### config.mk
export PLATFORM = sky130hd
export DESIGN_NAME = gsim_mem_sched_flat
export DESIGN_NICKNAME = d
export VERILOG_FILES = /design/src/rtl/gsim_mem_sched_if.sv /design/src/rtl/gsim_mem_sched.sv /design/src/flat_wrapper.sv
export SDC_FILE = /design/constraint.sdc
export NUM_CORES = 1
export LEC_CHECK = 0
export BUFFER_PORTS_ARGS = -buffer_cell sky130_fd_sc_hd__buf_4
export CAP_MARGIN = 20
export CORE_AREA = 2 2 358 360
export CTS_BUF_LIST = sky130_fd_sc_hd__clkbuf_8
export DETAILED_ROUTE_END_ITERATION = 8
export DIE_AREA = 0 0 360 362
export PLACE_DENSITY = 0.6
export SETUP_SLACK_MARGIN = 0.3
export SYNTH_ARGS = -nofsm -noshare
export SYNTH_HDL_FRONTEND = slang
export SYNTH_SLANG_ARGS = --single-unit
export TNS_END_PERCENT = 30
### constraint.sdc
create_clock -name i_clk -period 9 [get_ports i_clk]
set_input_delay 0.9 -clock i_clk [delete_from_list [all_inputs] [get_ports i_clk]]
set_output_delay 0.9 -clock i_clk [all_outputs]
set_load 0.005 [all_outputs]
### src/rtl/gsim_mem_sched_if.sv
// gsim_mem_sched_if: memory request/response bus and line-delivery handshake
// between the memory scheduler (master), the matrix memory and the
// Gauss-Seidel compute core (both seen together as the slave side).
interface gsim_mem_sched_if;
   logic         o_mem_rreq;
   logic [9:0]   o_mem_addr;
   logic         i_mem_rrdy;
   logic [255:0] i_mem_dout;
   logic         i_mem_dout_vld;
   logic         o_line_vld;
   logic [255:0] o_line_data;
   logic [4:0]   o_line_col;
   logic [3:0]   o_line_iter;
   logic [4:0]   o_line_mat;
   logic         i_line_rdy;

   modport master (
      output o_mem_rreq, o_mem_addr, o_line_vld, o_line_data,
             o_line_col, o_line_iter, o_line_mat,
      input  i_mem_rrdy, i_mem_dout, i_mem_dout_vld, i_line_rdy
   );

   modport slave (
      input  o_mem_rreq, o_mem_addr, o_line_vld, o_line_data,
             o_line_col, o_line_iter, o_line_mat,
      output i_mem_rrdy, i_mem_dout, i_mem_dout_vld, i_line_rdy
   );
endinterface

### src/rtl/gsim_mem_sched.sv
// gsim_mem_sched: read-request scheduler and in-order response buffer for the
// Gauss-Seidel core. Walks the per-matrix line sequence (b line, then
// N_ITER sweeps of columns 0..15), paces it with credits so the response
// FIFO can never overflow, and tags every buffered line with mat/iter/col.
// Optional: define GSIM_SCHED_PERF_EN to build the request stall counter.
module gsim_mem_sched #(
   parameter int FIFO_DEPTH = 4,
   parameter int N_ITER     = 16
) (
   input  logic        i_clk,
   input  logic        i_rst,
   input  logic        i_start,
   input  logic [4:0]  i_matrix_num,
   output logic        o_busy,
   output logic        o_done,
   output logic        o_err,
   output logic [15:0] o_stall_cnt,
   gsim_mem_sched_if.master bus
);

   localparam int PW = (FIFO_DEPTH > 1) ? $clog2(FIFO_DEPTH) : 1;
   localparam int CW = PW + 1;

   typedef enum logic [1:0] {S_IDLE, S_RUN, S_DRAIN, S_DONE} state_t;

   // col 16 marks the b line of a matrix
   typedef struct packed {
      logic [4:0] mat;
      logic [3:0] iter;
      logic [4:0] col;
   } tag_t;

   localparam tag_t TAG_FIRST = '{mat: 5'd0, iter: 4'd0, col: 5'd16};

   state_t          state_q, state_d;
   logic [4:0]      num_q, num_d;
   tag_t            req_q, req_d;
   tag_t            rsp_q, rsp_d;
   logic            rreq_q, rreq_d;
   logic [9:0]      addr_q, addr_d;
   logic [CW-1:0]   outst_q, outst_d;
   logic [CW-1:0]   cnt_q, cnt_d;
   logic [PW-1:0]   wr_ptr_q, wr_ptr_d;
   logic [PW-1:0]   rd_ptr_q, rd_ptr_d;
   logic            err_q, err_d;
   logic [CW:0]     credit_used;

   logic [255:0]    data_mem [FIFO_DEPTH];
   tag_t            tag_mem  [FIFO_DEPTH];

   logic            accept, rsp_ok, pop, last_req, line_vld;
   tag_t            head_tag;

   // Next position in the b-line / column / iteration / matrix walk.
   function automatic tag_t next_tag(input tag_t t);
      tag_t n;
      n = t;
      if (t.col == 5'd16) begin
         n.col = 5'd0;
      end else if (t.col == 5'd15) begin
         n.col = 5'd0;
         if (t.iter == 4'(N_ITER - 1)) begin
            n.iter = 4'd0;
            n.mat  = t.mat + 5'd1;
            n.col  = 5'd16;
         end else begin
            n.iter = t.iter + 4'd1;
         end
      end else begin
         n.col = t.col + 5'd1;
      end
      return n;
   endfunction

   assign accept   = rreq_q && bus.i_mem_rrdy;
   assign rsp_ok   = bus.i_mem_dout_vld && (outst_q != '0);
   assign line_vld = (cnt_q != '0);
   assign pop      = line_vld && bus.i_line_rdy;
   assign last_req = (req_q.mat == num_q - 5'd1) && (req_q.iter == 4'(N_ITER - 1))
                     && (req_q.col == 5'd15);

   // Next-state logic for the FSM, request walk, credits and FIFO pointers.
   // NOTE: every _d gets its _q as a default first so no path leaves it unassigned (no latches).
   always_comb begin
      state_d  = state_q;
      num_d    = num_q;
      req_d    = req_q;
      rsp_d    = rsp_q;
      outst_d  = outst_q;
      cnt_d    = cnt_q;
      wr_ptr_d = wr_ptr_q;
      rd_ptr_d = rd_ptr_q;
      err_d    = err_q | (bus.i_mem_dout_vld && (outst_q == '0));

      if (accept) req_d = next_tag(req_q);
      if (rsp_ok) begin
         rsp_d    = next_tag(rsp_q);
         wr_ptr_d = wr_ptr_q + 1'b1;
      end
      if (pop) rd_ptr_d = rd_ptr_q + 1'b1;

      case ({accept, rsp_ok})
         2'b10:   outst_d = outst_q + 1'b1;
         2'b01:   outst_d = outst_q - 1'b1;
         default: outst_d = outst_q;
      endcase
      case ({rsp_ok, pop})
         2'b10:   cnt_d = cnt_q + 1'b1;
         2'b01:   cnt_d = cnt_q - 1'b1;
         default: cnt_d = cnt_q;
      endcase

      case (state_q)
         S_IDLE: if (i_start) begin
            num_d   = i_matrix_num;
            req_d   = TAG_FIRST;
            rsp_d   = TAG_FIRST;
            state_d = (i_matrix_num == 5'd0) ? S_DONE : S_RUN;
         end
         S_RUN:   if (accept && last_req) state_d = S_DRAIN;
         S_DRAIN: if ((outst_q == '0) && (cnt_q == '0)) state_d = S_DONE;
         S_DONE:  if (!i_start) state_d = S_IDLE;
         default: state_d = S_IDLE;
      endcase

      // Credits are judged on next-cycle counts so an issued request always has a FIFO slot.
      credit_used = {1'b0, outst_d} + {1'b0, cnt_d};
      rreq_d      = (state_d == S_RUN) && (credit_used < (CW + 1)'(FIFO_DEPTH));
      addr_d      = 10'(req_d.mat) * 10'd17 + 10'(req_d.col);
   end

`ifdef GSIM_SCHED_PERF_EN
   logic [15:0] stall_q, stall_d;

   // Count RUN cycles that do not retire a request (rrdy low or no credit).
   always_comb begin
      stall_d = stall_q;
      if ((state_q == S_IDLE) && (state_d == S_RUN)) stall_d = '0;
      else if ((state_q == S_RUN) && !accept && (stall_q != 16'hFFFF)) stall_d = stall_q + 16'd1;
   end

   assign o_stall_cnt = stall_q;
`else
   assign o_stall_cnt = '0;
`endif

   // Control registers: FSM state, request/response walks, credits, pointers.
   // NOTE: sequential state uses <= so every flop samples the pre-edge values of the others.
   always_ff @(posedge i_clk or posedge i_rst) begin
      if (i_rst) begin
         state_q  <= S_IDLE;
         num_q    <= '0;
         req_q    <= '0;
         rsp_q    <= '0;
         rreq_q   <= 1'b0;
         addr_q   <= '0;
         outst_q  <= '0;
         cnt_q    <= '0;
         wr_ptr_q <= '0;
         rd_ptr_q <= '0;
         err_q    <= 1'b0;
`ifdef GSIM_SCHED_PERF_EN
         stall_q  <= '0;
`endif
      end else begin
         state_q  <= state_d;
         num_q    <= num_d;
         req_q    <= req_d;
         rsp_q    <= rsp_d;
         rreq_q   <= rreq_d;
         addr_q   <= addr_d;
         outst_q  <= outst_d;
         cnt_q    <= cnt_d;
         wr_ptr_q <= wr_ptr_d;
         rd_ptr_q <= rd_ptr_d;
         err_q    <= err_d;
`ifdef GSIM_SCHED_PERF_EN
         stall_q  <= stall_d;
`endif
      end
   end

   // Response FIFO storage: write the returned line and its tags at the tail.
   // NOTE: storage is not reset; an empty count masks stale entries from the outputs.
   always_ff @(posedge i_clk) begin
      if (rsp_ok) begin
         data_mem[wr_ptr_q] <= bus.i_mem_dout;
         tag_mem[wr_ptr_q]  <= rsp_q;
      end
   end

   assign head_tag        = tag_mem[rd_ptr_q];
   assign bus.o_mem_rreq  = rreq_q;
   assign bus.o_mem_addr  = addr_q;
   assign bus.o_line_vld  = line_vld;
   assign bus.o_line_data = line_vld ? data_mem[rd_ptr_q] : '0;
   assign bus.o_line_col  = line_vld ? head_tag.col  : '0;
   assign bus.o_line_iter = line_vld ? head_tag.iter : '0;
   assign bus.o_line_mat  = line_vld ? head_tag.mat  : '0;
   assign o_busy          = (state_q == S_RUN) || (state_q == S_DRAIN);
   assign o_done          = (state_q == S_DONE);
   assign o_err           = err_q;

endmodule

### src/flat_wrapper.sv
// flat-port wrapper written by rule: the top's interface ports become plain ports
module gsim_mem_sched_flat 
#(
   parameter int FIFO_DEPTH = 4,
   parameter int N_ITER     = 16
)
  (i_clk, i_rst, i_start, i_matrix_num, o_busy, o_done, o_err, o_stall_cnt, bus_o_mem_rreq, bus_o_mem_addr, bus_o_line_vld, bus_o_line_data, bus_o_line_col, bus_o_line_iter, bus_o_line_mat, bus_i_mem_rrdy, bus_i_mem_dout, bus_i_mem_dout_vld, bus_i_line_rdy);
  gsim_mem_sched_if bus_i ();
  input  logic i_clk;
  input  logic i_rst;
  input  logic i_start;
  input  logic [4:0] i_matrix_num;
  output logic o_busy;
  output logic o_done;
  output logic o_err;
  output logic [15:0] o_stall_cnt;
  output wire logic [$bits(bus_i.o_mem_rreq)-1:0] bus_o_mem_rreq;
  output wire logic [$bits(bus_i.o_mem_addr)-1:0] bus_o_mem_addr;
  output wire logic [$bits(bus_i.o_line_vld)-1:0] bus_o_line_vld;
  output wire logic [$bits(bus_i.o_line_data)-1:0] bus_o_line_data;
  output wire logic [$bits(bus_i.o_line_col)-1:0] bus_o_line_col;
  output wire logic [$bits(bus_i.o_line_iter)-1:0] bus_o_line_iter;
  output wire logic [$bits(bus_i.o_line_mat)-1:0] bus_o_line_mat;
  input wire logic [$bits(bus_i.i_mem_rrdy)-1:0] bus_i_mem_rrdy;
  input wire logic [$bits(bus_i.i_mem_dout)-1:0] bus_i_mem_dout;
  input wire logic [$bits(bus_i.i_mem_dout_vld)-1:0] bus_i_mem_dout_vld;
  input wire logic [$bits(bus_i.i_line_rdy)-1:0] bus_i_line_rdy;
  assign bus_o_mem_rreq = bus_i.o_mem_rreq;
  assign bus_o_mem_addr = bus_i.o_mem_addr;
  assign bus_o_line_vld = bus_i.o_line_vld;
  assign bus_o_line_data = bus_i.o_line_data;
  assign bus_o_line_col = bus_i.o_line_col;
  assign bus_o_line_iter = bus_i.o_line_iter;
  assign bus_o_line_mat = bus_i.o_line_mat;
  assign bus_i.i_mem_rrdy = bus_i_mem_rrdy;
  assign bus_i.i_mem_dout = bus_i_mem_dout;
  assign bus_i.i_mem_dout_vld = bus_i_mem_dout_vld;
  assign bus_i.i_line_rdy = bus_i_line_rdy;
  gsim_mem_sched #(.FIFO_DEPTH(FIFO_DEPTH), .N_ITER(N_ITER)) u_core (.i_clk(i_clk), .i_rst(i_rst), .i_start(i_start), .i_matrix_num(i_matrix_num), .o_busy(o_busy), .o_done(o_done), .o_err(o_err), .o_stall_cnt(o_stall_cnt), .bus(bus_i));
endmodule
## After elaboration in Yosys (flattened, before gate mapping)

Memory sizes are Yosys's and may differ from the RTL's.
Cells that the tools add are included.

- Bitwise logic cells: 1
- Equal/unequal tests: 15
- Multiplexer cells: 34
- Reduce and logical (&&, ||, !) cells: 17
- $lt $le $gt $ge: 1
- $mul: 1
- Add/subtract/negate cells: 15

Operators by type and width:

| cell | count |
|---|---|
| $mux W256 | 1 |
| $mux W14 | 6 |
| $mux W5 | 10 |
| $mux W9 | 4 |
| $add A5 B1 Y5 const B | 4 |
| $mux W4 | 3 |
| $pmux W3 S2 | 2 |
| $add A10 B5 Y10 | 1 |
| $eq A5 B4 Y1 const B | 2 |
| $eq A5 B5 Y1 const B | 2 |
| $mul A5 B5 Y10 const B | 1 |
| $mux W2 | 5 |
| $logic_and A1 B1 Y1 | 9 |
| $add A4 B1 Y4 const B | 2 |
| $eq A2 B1 Y1 const B | 4 |
| $eq A2 B2 Y1 const B | 4 |
| $eq A4 B4 Y1 const B | 2 |
| $pmux W2 S4 | 1 |
| $add A3 B1 Y3 const B | 2 |
| $logic_not A3 Y1 | 2 |
| $reduce_bool A3 Y1 | 2 |
| $sub A3 B1 Y3 const B | 2 |
| $eq A5 B5 Y1 | 1 |
| $logic_not A5 Y1 | 1 |
| 9 further kinds | 11 |

- Register bits after elaboration: 57
- Bits of input ports: 267
- Output and inout bits: 301
- Word-level logic and storage cells: 101
- Memory bits (writable): 1080
- Memories kept: 2

Memory list:

| memory | depth | bits a word | read ports | clocked after memory_dff | write ports | RTL line | text |
|---|---|---|---|---|---|---|---|
| u_core.data_mem | 4 | 256 | 1 | 0 | 1 | gsim_mem_sched.sv:48 | `logic [255:0] data_mem [FIFO_DEPTH];` |
| u_core.tag_mem | 4 | 14 | 1 | 0 | 1 | gsim_mem_sched.sv:49 | `tag_t tag_mem [FIFO_DEPTH];` |

## Longest topological paths before layout

- Depth after elaboration: 9
- Depth in mapped cells: 16
- Depth with buffers taken out: 16

## Worst setup path before layout

Ideal clock, no wire load.

- Path type: input port to flip-flop
- Start: input port bus_i_mem_dout_vld
- End: memory u_core.data_mem[1][0] (enable)
- Buffers on the path: 1
- Cell stages on the path: 4
- Slack: 840 ps
- Required time: 8335 ps
- Arrival: 7494 ps
- Setup time: 665 ps
- Path through: o31ai_4 > inv_1 > clkbuf_1 > and2_1

- Word-level cells in the longest chain between the ends: 3

RTL lines:

| what | RTL line | text |
|---|---|---|
| start: declaration | flat_wrapper.sv:26 | `input wire logic [$bits(bus_i.i_mem_dout_vld)-1:0] bus_i_mem_dout_vld;` |
| $logic_and A1 B1 Y1 | gsim_mem_sched.sv:76 | `assign rsp_ok = bus.i_mem_dout_vld && (outst_q != '0);` |
| via u_core.rsp_ok | gsim_mem_sched.sv:51 | `logic accept, rsp_ok, pop, last_req, line_vld;` |
| $mux W1 | gsim_mem_sched.sv:186 | `if (rsp_ok) begin` |
| $mux W1 (not written as such) | gsim_mem_sched.sv:187 | `data_mem[wr_ptr_q] <= bus.i_mem_dout;` |
| end: declaration | gsim_mem_sched.sv:48 |  |

The timed path passes the listed nets, and every way through them passes these cells.

## Worst setup path after layout

- Start: register u_core.rd_ptr_q[0]
- End: output port bus_o_line_data[94]

- Word-level cells in the longest chain between the ends: 2

RTL lines:

| what | RTL line | text |
|---|---|---|
| start: declaration | gsim_mem_sched.sv:44 | `logic [PW-1:0] rd_ptr_q, rd_ptr_d;` |
| start signal: assignment | gsim_mem_sched.sv:175 | `rd_ptr_q <= rd_ptr_d;` |
| $mem_v2 Z4 W256 | -- |  |
| $mux W256 | gsim_mem_sched.sv:196 | `assign bus.o_line_data = line_vld ? data_mem[rd_ptr_q] : '0;` |
| end: declaration | flat_wrapper.sv:20 | `output wire logic [$bits(bus_i.o_line_data)-1:0] bus_o_line_data;` |

No other way between the ends.

==> impl_metrics.sql <==
INSERT INTO impl_metrics (metric_group, metric, value, unit) VALUES
('synthesis', 'synth_top_family_by_area', 'multiplexers', ''),
('critical_path', 'worst_path_most_repeated_cell', 'buf_4', ''),
('placed_design', 'detailedPlace.worstSlack', '4.56', 'ns'),
('routing', 'drt-vias-per-instance', '4.80', ''),
('pwr', 'pwr-share-seq', '41.8', '%'),
('synthesis', 'synth-compound-area-share', '0.744', '%'),
('routing', 'detailedRoute.firstPassIterationCount', '6', ''),
('synthesis', 'synth_edf_count', '1080', ''),
('cts', 'cts_inserted_buffers', '187', ''),
('layout', 'fill_cells', '11100', ''),
('layout', 'final_net_count', '3022', ''),
('routing', 'wirelength', '98.8', 'mm'),
('critical_path', 'critPathSlowestCell', 'dfrtp_4', ''),
('cts', 'cts_tree', 'built', ''),
('cts', 'path_clk_slew', '0.06', 'ns'),
('grt', 'globalRouteOverflowTotal', '0', ''),
('pwr', 'power.density', '326', 'mW/mm^2'),
('critical_path', 'timing.critical_path.to_type', 'output pin', ''),
('routing', 'antenna_violating_nets_post_route', '0', ''),
('grt', 'grt_start_max_net_pins', '133', ''),
('synthesis', 'post_synth_mux_area_share', '14.0', '%'),
('sta', 'worst_clock_skew', '0.0426', 'ns'),
('critical_path', 'worstPathArrival', '4.00', 'ns'),
('sta', 'final_max_slew_viol_count', '0', ''),
('cts', 'clock_sinks', '1137', ''),
('cts', 'postCtsSetupRepairBufs', '0', ''),
('synthesis', 'yosys.area.top_type', 'edfxtp_1', ''),
('sta', 'final.setup.tns', '0', 'ns'),
('pwr', 'ir_drop', '258', 'uV'),
('sta', 'setup_repair_after_global_routing_missed_its_margin', 'no', ''),
('floorplanning', 'die_y', '362', 'um'),
('grt', 'grt_first_pass_wirelength', '148', 'mm'),
('layout', 'area_growth_syn_to_layout', '21.6', '%'),
('floorplanning', 'dieWidth', '360', 'um'),
('synthesis', 'ys.warnings.count', '0', ''),
('sta', 'final.min_clock_period', '4.90', 'ns'),
('pwr', 'power_frac_comb', '34.7', '%'),
('synthesis', 'synthMostInstantiatedCell', 'edfxtp_1', ''),
('routing', 'detailroute.via_count', '21800', ''),
('floorplanning', 'floorplan.io_pins', '568', ''),
('run', 'drv_cap', '0', ''),
('placed_design', 'gpl.final_weighted_congestion', '0.796', ''),
('synthesis', 'synth_ff_type', 'edfxtp_1', ''),
('cts', 'post_cts_sizing', '0', ''),
('routing', 'routed_wire_length_per_instance', '21.8', 'um'),
('critical_path', 'crit_type', 'reg -> out', ''),
('routing', 'route.detailed.drc', '0', ''),
('status', 'status', 'finished, final reports clean', ''),
('floorplanning', 'initial_util', '34.8', '%'),
('critical_path', 'startpoint_type', 'flip-flop', ''),
('pwr', 'total_leakage_power', '18.8', 'nW'),
('synthesis', 'synth_seq_cells', '1137', ''),
('synthesis', 'yosys.area_share.simple', '5.16', '%'),
('synthesis', 'synth_async_sr_flop_share', '5.01', '%'),
('sta', 'finalSetupViolations', '0', ''),
('synthesis', 'mapped_cell_area', '0.0440', 'mm^2'),
('synthesis', 'synth_fa_ha_area_share', '1.23', '%'),
('sta', 'final_hold_viol_count', '0', ''),
('critical_path', 'cp_top_delay_family', 'buffers and inverters', ''),
('pwr', 'pwr-share-clk', '23.5', '%'),
('critical_path', 'critical_path.max_fanout', '84', ''),
('cts', 'cts_root_buf', 'clkbuf_8', ''),
('cts', 'hold_buffers_post_cts', '0', ''),
('synthesis', 'post_synth_inst_count', '2050', ''),
('floorplanning', 'coreArea', '0.127', 'mm^2'),
('sta', 'final.period_utilization', '54.4', '%'),
('sta', 'timing.final.ws_setup', '4.10', 'ns'),
('pwr', 'power.net_switching', '0.00527', 'W'),
('cts', 'clock_tree.buffer_depth', '3', ''),
('cts', 'h-tree-depth', '4', ''),
('sta', 'max_slew_margin', '22.1', '%');
[final timing paths]
path / to / slack (ns) / start / cells past startpoint
worst max-delay path: bus_o_line_data[94] / 4.10 / u_core.rd_ptr_q[0] / 5
worst min-delay path: u_core.data_mem[2][73] / 0.21 / bus_i_mem_dout[73] / 1
worst max register to register: u_core.bus.o_mem_addr[8] / 5.12 / u_core.req_q[1] / 16
worst min register to register: u_core.o_err / 0.48 / u_core.o_err / 1
max in group asynchronous: u_core.rd_ptr_q[0] / 8.12 / i_rst / 3
min in group asynchronous: u_core.bus.o_mem_addr[1] / 0.24 / i_rst / 3
[cell usage in the layout (no fill, tap or decap), drive strengths merged, types with 6 or more instances in the layout]
cell | netlist | routed
clkbuf | 45 | 194
edfxtp | 1080 | 1080
ha | 37 | 37
xnor2 | 13 | 13
buf | 67 | 572
mux2i | 6 | 6
conb | 1 | 16
nor3 | 7 | 7
dfrtp | 57 | 57
clkinv | 0 | 72
nor2 | 32 | 32
nand2 | 35 | 35
nand3 | 8 | 8
mux4 | 270 | 270
a311oi | 6 | 6
inv | 19 | 87
and2 | 276 | 276
xor2 | 15 | 15
a21oi | 14 | 14
o21ai | 13 | 13
[sequential cells by signal, summed over array words and instances, names as in the netlist]
register               count
u_core.req_q              14
u_core.wr_ptr_q            2
u_core.bus.o_mem_rreq      1
u_core.rsp_q              14
u_core.o_err               1
u_core.cnt_q               3
u_core.tag_mem            56
u_core.data_mem         1024
u_core.outst_q             3
u_core.rd_ptr_q            2
u_core.num_q               5
u_core.state_q             2
u_core.bus.o_mem_addr     10
[per-stage QoR]
stage	std cells	utilization, %	cell area (um^2)	hold slack, ns
3_3_place_gp	4186	39.5	50100	0.452
2_1_floorplan	2065	-	44100	0.451
6_report	4532	42.2	53500	0.214
5_1_grt	4531	42.2	53500	0.102
3_5_place_dp	4186	39.5	50100	0.468
4_1_cts	4527	42.2	53500	0.0614
[metal layers]
layer  track usage (%)  share of wire (%)  vias to the layer above
met5                 0              0.073                        -
met4              5.04                2.1                       12
li1                  -                  -                     9577
met3              5.08                7.6                      170
met2              24.8                 50                      708
met1              18.5                 40                    11300
[cell families after synthesis]
kind of cell | count (synthesis)
muxes | 278
adders and majority gates | 41
and+or+nand+nor | 384
AOI/OAI and AO/OA | 50
xor gates and xnor gates | 28
buffers and inverters | 131
DFF | 1137
other | 1
[power groups by stage]
stage / Clock [W] / Sequential [W] / Combinational (W)
2_1_floorplan: 0 / 0.00752 / 0.00336
3_3_place_gp: 0 / 0.00733 / 0.00616
3_5_place_dp: 0 / 0.00741 / 0.00618
4_1_cts: 0.00425 / 0.00731 / 0.00621
5_1_grt: 0.00446 / 0.00738 / 0.00653
6_report: 0.00410 / 0.00730 / 0.00605
[cell type report]
type	count	area (um^2)	share of cell area, %
clock buffer	194	2670	4.99
antenna	4	10.0	0.0187
timing repair buffer	572	4450	8.32
sequential	1137	33900	63.3
multi-input combinational	797	9630	18.0
clock inverter	147	752	1.40
inverter	19	71.3	0.133
tap	1662	2080	3.88
(Power assumes the default switching activity.)
